$ cat src/rtl/l0_pkg.sv
// Shared definitions for the L0 skew bank: read-mode encodings, mode FSM states
// and the pointer-width helper used by the row FIFOs.
package l0_pkg;

    localparam logic L0_MODE_PAR  = 1'b0;
    localparam logic L0_MODE_SKEW = 1'b1;

    typedef enum logic [0:0] {
        StIdle  = 1'b0,
        StDrain = 1'b1
    } l0_state_e;

    // Pointer width: index bits plus one wrap bit.
    function automatic int unsigned l0_ptr_w(input int unsigned depth);
        return $clog2(depth) + 1;
    endfunction

endpackage

$ cat src/rtl/l0_row_fifo.sv
// One row of the L0 bank: circular buffer with wrap-bit pointers, an occupancy
// count taken from the registered pointers, and a registered output slot that
// is refreshed only on a successful pop.
module l0_row_fifo
    import l0_pkg::*;
#(
    parameter int unsigned BW    = 4,
    parameter int unsigned DEPTH = 64
) (
    input  logic                   clk_i,
    input  logic                   rst_ni,
    input  logic                   push_i,
    input  logic                   pop_i,
    input  logic [BW-1:0]          data_i,
    output logic [BW-1:0]          data_o,
    output logic                   valid_o,
    output logic [$clog2(DEPTH):0] count_o
);

    localparam int unsigned AW = $clog2(DEPTH);
    localparam int unsigned PW = l0_ptr_w(DEPTH);

    logic [PW-1:0] wr_ptr_q, wr_ptr_d;
    logic [PW-1:0] rd_ptr_q, rd_ptr_d;
    logic [BW-1:0] data_q, data_d;
    logic          valid_q, valid_d;
    logic [BW-1:0] mem_q [DEPTH];
    logic          empty;
    logic          do_pop;

    // Empty comes from registered pointers, so a same-cycle push never falls through.
    assign empty   = (wr_ptr_q == rd_ptr_q);
    assign do_pop  = pop_i && !empty;
    assign count_o = wr_ptr_q - rd_ptr_q;
    assign data_o  = data_q;
    assign valid_o = valid_q;

    // Next-state for pointers and the output slot.
    always_comb begin
        wr_ptr_d = wr_ptr_q;
        rd_ptr_d = rd_ptr_q;
        data_d   = data_q;
        valid_d  = 1'b0;
        if (push_i) begin
            wr_ptr_d = wr_ptr_q + PW'(1);
        end
        if (do_pop) begin
            rd_ptr_d = rd_ptr_q + PW'(1);
            data_d   = mem_q[rd_ptr_q[AW-1:0]];
            valid_d  = 1'b1;
        end
    end

    // Pointer and output registers.
    always_ff @(posedge clk_i or negedge rst_ni) begin
        if (!rst_ni) begin
            wr_ptr_q <= '0;
            rd_ptr_q <= '0;
            data_q   <= '0;
            valid_q  <= 1'b0;
        end else begin
            wr_ptr_q <= wr_ptr_d;
            rd_ptr_q <= rd_ptr_d;
            data_q   <= data_d;
            valid_q  <= valid_d;
        end
    end

    // Storage array; contents are meaningless once the pointers are reset.
    always_ff @(posedge clk_i) begin
        if (push_i) begin
            mem_q[wr_ptr_q[AW-1:0]] <= data_i;
        end
    end

endmodule

$ cat src/rtl/l0_skew_bank.sv
// L0 input buffer: ROW row FIFOs written in parallel, drained toward the array
// either all rows at once or with row i lagging row i-1 by one cycle.
// Optional feature macro: L0_ERR_FLAG_EN adds sticky o_ovf / o_udf flags.
module l0_skew_bank
    import l0_pkg::*;
#(
    parameter int unsigned ROW   = 8,
    parameter int unsigned BW    = 4,
    parameter int unsigned DEPTH = 64
) (
    input  logic                   clk,
    input  logic                   reset,
    input  logic [ROW*BW-1:0]      in,
    input  logic                   wr,
    input  logic                   rd,
    input  logic                   mode,
    output logic [ROW*BW-1:0]      out,
    output logic [ROW-1:0]         o_valid,
    output logic                   o_full,
    output logic                   o_ready,
    output logic                   o_empty,
    output logic [$clog2(DEPTH):0] o_occ
`ifdef L0_ERR_FLAG_EN
    ,
    output logic                   o_ovf,
    output logic                   o_udf
`endif
);

    localparam int unsigned PW = l0_ptr_w(DEPTH);

    logic [ROW-1:0] rd_en_q, rd_en_d;
    logic           mode_q, mode_d;
    l0_state_e      state_q, state_d;
    logic [PW-1:0]  count_r [ROW];
    logic [ROW-1:0] full_r;
    logic [ROW-1:0] empty_r;
    logic           push;

    // A word is accepted only if every row has room; otherwise it is dropped whole.
    assign push = wr && !o_full;

    for (genvar g = 0; g < ROW; g++) begin : g_row
        l0_row_fifo #(
            .BW    (BW),
            .DEPTH (DEPTH)
        ) u_fifo (
            .clk_i   (clk),
            .rst_ni  (reset),
            .push_i  (push),
            .pop_i   (rd_en_q[g]),
            .data_i  (in[BW*g +: BW]),
            .data_o  (out[BW*g +: BW]),
            .valid_o (o_valid[g]),
            .count_o (count_r[g])
        );
        // Count never exceeds DEPTH, so its MSB alone marks a full row.
        assign full_r[g]  = count_r[g][PW-1];
        assign empty_r[g] = (count_r[g] == '0);
    end

    assign o_full  = |full_r;
    assign o_ready = !o_full;
    assign o_empty = &empty_r;
    assign o_occ   = count_r[0];

    // Read-wave generation and mode latching; mode only changes while no wave is in flight.
    always_comb begin
        rd_en_d = {ROW{rd}};
        if (mode_q == L0_MODE_SKEW) begin
            rd_en_d = {rd_en_q[ROW-2:0], rd};
        end
        mode_d = mode_q;
        if (state_q == StIdle) begin
            mode_d = mode;
        end
        state_d = (rd_en_d != '0) ? StDrain : StIdle;
    end

    // Mode FSM registers.
    always_ff @(posedge clk or negedge reset) begin
        if (!reset) begin
            rd_en_q <= '0;
            mode_q  <= L0_MODE_PAR;
            state_q <= StIdle;
        end else begin
            rd_en_q <= rd_en_d;
            mode_q  <= mode_d;
            state_q <= state_d;
        end
    end

`ifdef L0_ERR_FLAG_EN
    logic ovf_q, ovf_d;
    logic udf_q, udf_d;

    // Sticky flags: dropped writes and read requests that hit an empty row.
    always_comb begin
        ovf_d = ovf_q | (wr && o_full);
        udf_d = udf_q | (|(rd_en_q & empty_r));
    end

    // Error flag registers.
    always_ff @(posedge clk or negedge reset) begin
        if (!reset) begin
            ovf_q <= 1'b0;
            udf_q <= 1'b0;
        end else begin
            ovf_q <= ovf_d;
            udf_q <= udf_d;
        end
    end

    assign o_ovf = ovf_q;
    assign o_udf = udf_q;
`endif

endmodule

$ cat config.mk
export PLATFORM = sky130hd
export DESIGN_NAME = l0_skew_bank
export DESIGN_NICKNAME = d
export VERILOG_FILES = /design/src/rtl/l0_pkg.sv /design/src/rtl/l0_row_fifo.sv /design/src/rtl/l0_skew_bank.sv
export SDC_FILE = /design/constraint.sdc
export NUM_CORES = 2
export LEC_CHECK = 0
export CORE_UTILIZATION = 60
export CTS_CLUSTER_DIAMETER = 60
export CTS_CLUSTER_SIZE = 30
export DETAILED_ROUTE_END_ITERATION = 8
export PLACE_DENSITY = 0.73
export SLEW_MARGIN = 25
export SYNTH_ARGS = -nofsm -noshare
export SYNTH_HDL_FRONTEND = slang
export SYNTH_HIERARCHICAL = 1
export SYNTH_SLANG_ARGS = --single-unit
$ cat constraint.sdc
create_clock -name clk -period 6.07 [get_ports clk]
set_input_delay 0.9105 -clock clk [delete_from_list [all_inputs] [get_ports clk]]
set_output_delay 0.9105 -clock clk [all_outputs]
set_load 0.01 [all_outputs]
==> summary.txt <==
Timing
  • Tcrit/Tclk final: 95.39%
  • Tmin final: 5.790 ns
  • Final setup fails: 0
  • Max Fclk: 172.7 MHz
  • Max transition margin: 31.77%
  • Slack of the critical path: 0.2798 ns
  • Clk_skew: 0.03618 ns
  • RSZ-0062 raised after global routing: false
  • Final Max Tran Viols: 0
  • Hold Fails Final Rpt: 0
  • Setup TNS: 0 ns
  • Worst-margin pin slew: 1.020 ns

CTS
  • Clk sinks: 2,210
  • Post-CTS Hold Buffers: 0
  • CTS Buf Count: 133
  • CTS tree: built
  • Clock slew at reported path FFs: 0.09 ns
  • Postcts setup bufs: 0
  • Clk root buf: clkbuf_16
  • Clock Latency Late Sink: 0.81 ns
  • H-Tree Depth: 4
  • Clock Path Buffers: 3
  • Cts repair resizes: 0

Worst setup path
  • CP arrival: 4.88 ns
  • Critical path startpoint category: flip-flop
  • Critical path class: flip-flop to output port
  • Crit path required time: 5.16 ns
  • Crit. End Element: output port
  • CP max FO: 20

Logic synthesis
  • Area leader, netlist: edfxtp_1
  • Main combinational cell family by area after synthesis: multiplexers
  • Top cells by area, synth: edfxtp_1 68%, mux4_2 11%, dfrtp_1 4.5%, nor2_1 2.5%, mux2i_1 1.9%
  • EDFF count, synth: 2,048
  • Cell Area, Synth: 0.09030 mm2
  • Ys async rst share: 7.330%
  • Flop and latch count out of synthesis: 2,210
  • Top_reg_cell synth: edfxtp_1
  • Synthesized Nets: 5,168
  • Netlist cell types: 68
  • Avg Cell Area, Syn: 17.85 um2
  • Mux cell area share after synthesis: 13.37%
  • Synth cell count leaders: 2,048 x edfxtp_1, 591 x nor2_1, 433 x mux4_2, 244 x nand2_1, 168 x mux2i_1
  • Cells after Synth: 5,059
  • Simple-gate share of the synthesized area: 5.868%
  • Sequential area share after synthesis: 72.59%
  • Area fraction of the dominant cell type after synthesis: 68.10%
  • Synth Area in XOR/XNOR: 1.338%
  • Compound-cell area share of the yosys netlist: 3.510%
  • Adder-Cell Fraction of Synth Area: 1.064%
  • Yosys warns: 6
  • Count leader, synth: edfxtp_1

Floorplan
  • Die ar.: 0.1521 mm2
  • I/O Pins: 87
  • DIE WIDTH: 390.0 um
  • Die height: 390.0 um
  • Core area: 0.1485 mm2
  • Initial Utilization: 60.79%
  • Row count: 141

Power
  • Pwr dens: 407.3 mW/mm2
  • Worst VDD drop: 323.2 uV
  • Total power: 39.61 mW
  • Leak Pwr: 31.03 nW

Job
  • Max-cap viol count: 0

Cells and area
  • Fill cell count: 9,988
  • Sequential cell area: 0.06559 mm2
  • Nets@finish: 5,173
  • Post-Layout Cell Count: 7,181
  • Area of the multi-input gates: 0.02272 mm2
  • Layout area overhead: 7.694%
  • Final core utilization: 65.47%
  • Layout cells sized above 1: 16.44%

Drt
  • DRC: 0
  • First-pass detailed-route iteration total: 6
  • Vias: 46,360
  • Antenna viol nets, final: 0
  • Wirelength per Cell: 26.87 um
  • Vias per inst: 6.456
  • Final wirelength: 193,000 um
  • DRT iter0 DRCs: 5,374

Placement
  • IO buf count: 86
  • Post-DP HPWL: 119,400 um
  • Placed insts: 6,931
  • Place WS: 0.9092 ns
  • Global placement routability congestion: 0.8445

Status
  • Status: finished, final reports clean

Min path
  • Hold WC Path Type: input pin to asynchronous set/reset pin

Global route
  • GRT Overall Usage: 25.82%
  • Total grt overflow: 0
  • Vias in the first global route: 46,420
  • Initial antenna violation count: 6
  • Largest net degree at the start of global routing: 88
  • First-pass GRT wire length: 293,900 um
-- where the power goes --
| group | switching (mW) | internal (mW) |
|---|---|---|
| registers | 0.804 | 17.0 |
| logic | 6.53 | 5.14 |
| clock network | 5.47 | 4.65 |
| total | 12.8 | 26.8 |
-- path summary, 6_finish.rpt --
kind,cells after the start,slack [ns],endpoint,startpoint
worst max register to register,13,0.86,g_row[4].u_fifo/mem_q[55][0],g_row[7].u_fifo/rd_ptr_q[2]
worst min register to register,1,0.49,g_row[2].u_fifo/wr_ptr_q[6],g_row[2].u_fifo/wr_ptr_q[6]
min in group clk,1,0.49,g_row[2].u_fifo/wr_ptr_q[6],g_row[2].u_fifo/wr_ptr_q[6]
worst max-delay path,12,0.28,o_empty,g_row[7].u_fifo/rd_ptr_q[2]
max in group asynchronous,2,4.53,g_row[3].u_fifo/rd_ptr_q[0],reset
worst min-delay path,1,0.14,g_row[4].u_fifo/data_o[2],reset
-- per-stage QoR --
stage	hold slack, ns	instance area [um2]
5_1_grt	0.1737	97250
3_3_place_gp	0.4727	92390
2_1_floorplan	0.4604	90300
6_report	0.1422	97250
4_1_cts	0.1417	97210
3_5_place_dp	0.4768	92420
-- worst max-delay path: stages, from the launching register on --
cell	delay [ns]
dfrtp_1	0.34
buf_4	0.24
clkinv_1	0.32
ha_1	0.43
a21o_1	0.20
a21oi_1	0.24
o21bai_1	0.10
a21oi_1	0.19
xor2_1	0.21
nor4_2	0.38
nand2_1	0.16
nor4_2	0.61
clkdlybuf4s50_1	0.65
-- sequential cells by signal, indices dropped and copies added (netlist names) --
signal / count
g_row.u_fifo/data_o: 32
g_row.u_fifo/mem_q: 2048
g_row.u_fifo/rd_ptr_q: 56
g_row.u_fifo/valid_o: 8
g_row.u_fifo/wr_ptr_q: 56
mode_q: 1
rd_en_q: 8
state_q: 1
-- layer usage --
| metal | up-vias | track usage, % | wire length (um) | part of all wire, % |
|---|---|---|---|---|
| li1 | 20030 | - | - | - |
| met1 | 24050 | 37.84 | 78980 | 41 |
| met2 | 1975 | 41.24 | 94660 | 49 |
| met3 | 303 | 3.811 | 14730 | 7.6 |
| met4 | 2 | 6.845 | 4569 | 2.4 |
| met5 | - | 0 | 13 | 0.0067 |
-- placed cells by master, fill, tap and decap left out, drive strengths merged, types with 9 or more instances in the layout --
cell type / n
clkinvlp: 9
mux2i: 168
o21bai: 16
clkbuf: 146
a211oi: 25
a2111oi: 19
a21o: 16
o32a: 30
ha: 64
a21oi: 87
xor2: 65
xnor2: 73
o22ai: 11
edfxtp: 2048
a221oi: 21
a31oi: 20
clkinv: 47
and2: 22
a22oi: 70
nor2b: 48
nand3b: 9
nand4: 62
mux2: 10
buf: 108
nor4: 26
o21ai: 53
inv: 126
nand2b: 34
nand2: 244
nor2: 591
a221o: 14
clkdlybuf4s50: 53
or3: 16
o221ai: 15
dfrtp: 162
nor3: 30
mux4: 453
nand3: 92
-- layout make-up --
| type | count | area share [%] |
|---|---|---|
| Tap cell | 2002 | 2.576 |
| Timing Repair Buffer | 161 | 1.364 |
| Multi-Input combinational cell | 2477 | 23.37 |
| Clock inverter | 102 | 1.293 |
| Antenna cell | 2 | 0.005146 |
| Sequential cell | 2210 | 67.45 |
| Inverter | 81 | 0.3126 |
| Clock buffer | 146 | 3.636 |
-- cell families after synthesis --
family                   count (synthesis)
flip-flops                            2210
adder cells (fa/ha/maj)                 72
AO/OA/AOI/OAI                          439
buffers and inverters                  372
multiplexers                           631
XOR/XNOR                               138
AND/OR/NAND/NOR                       1197
No activity file was read; power rests on OpenSTA's default activity.
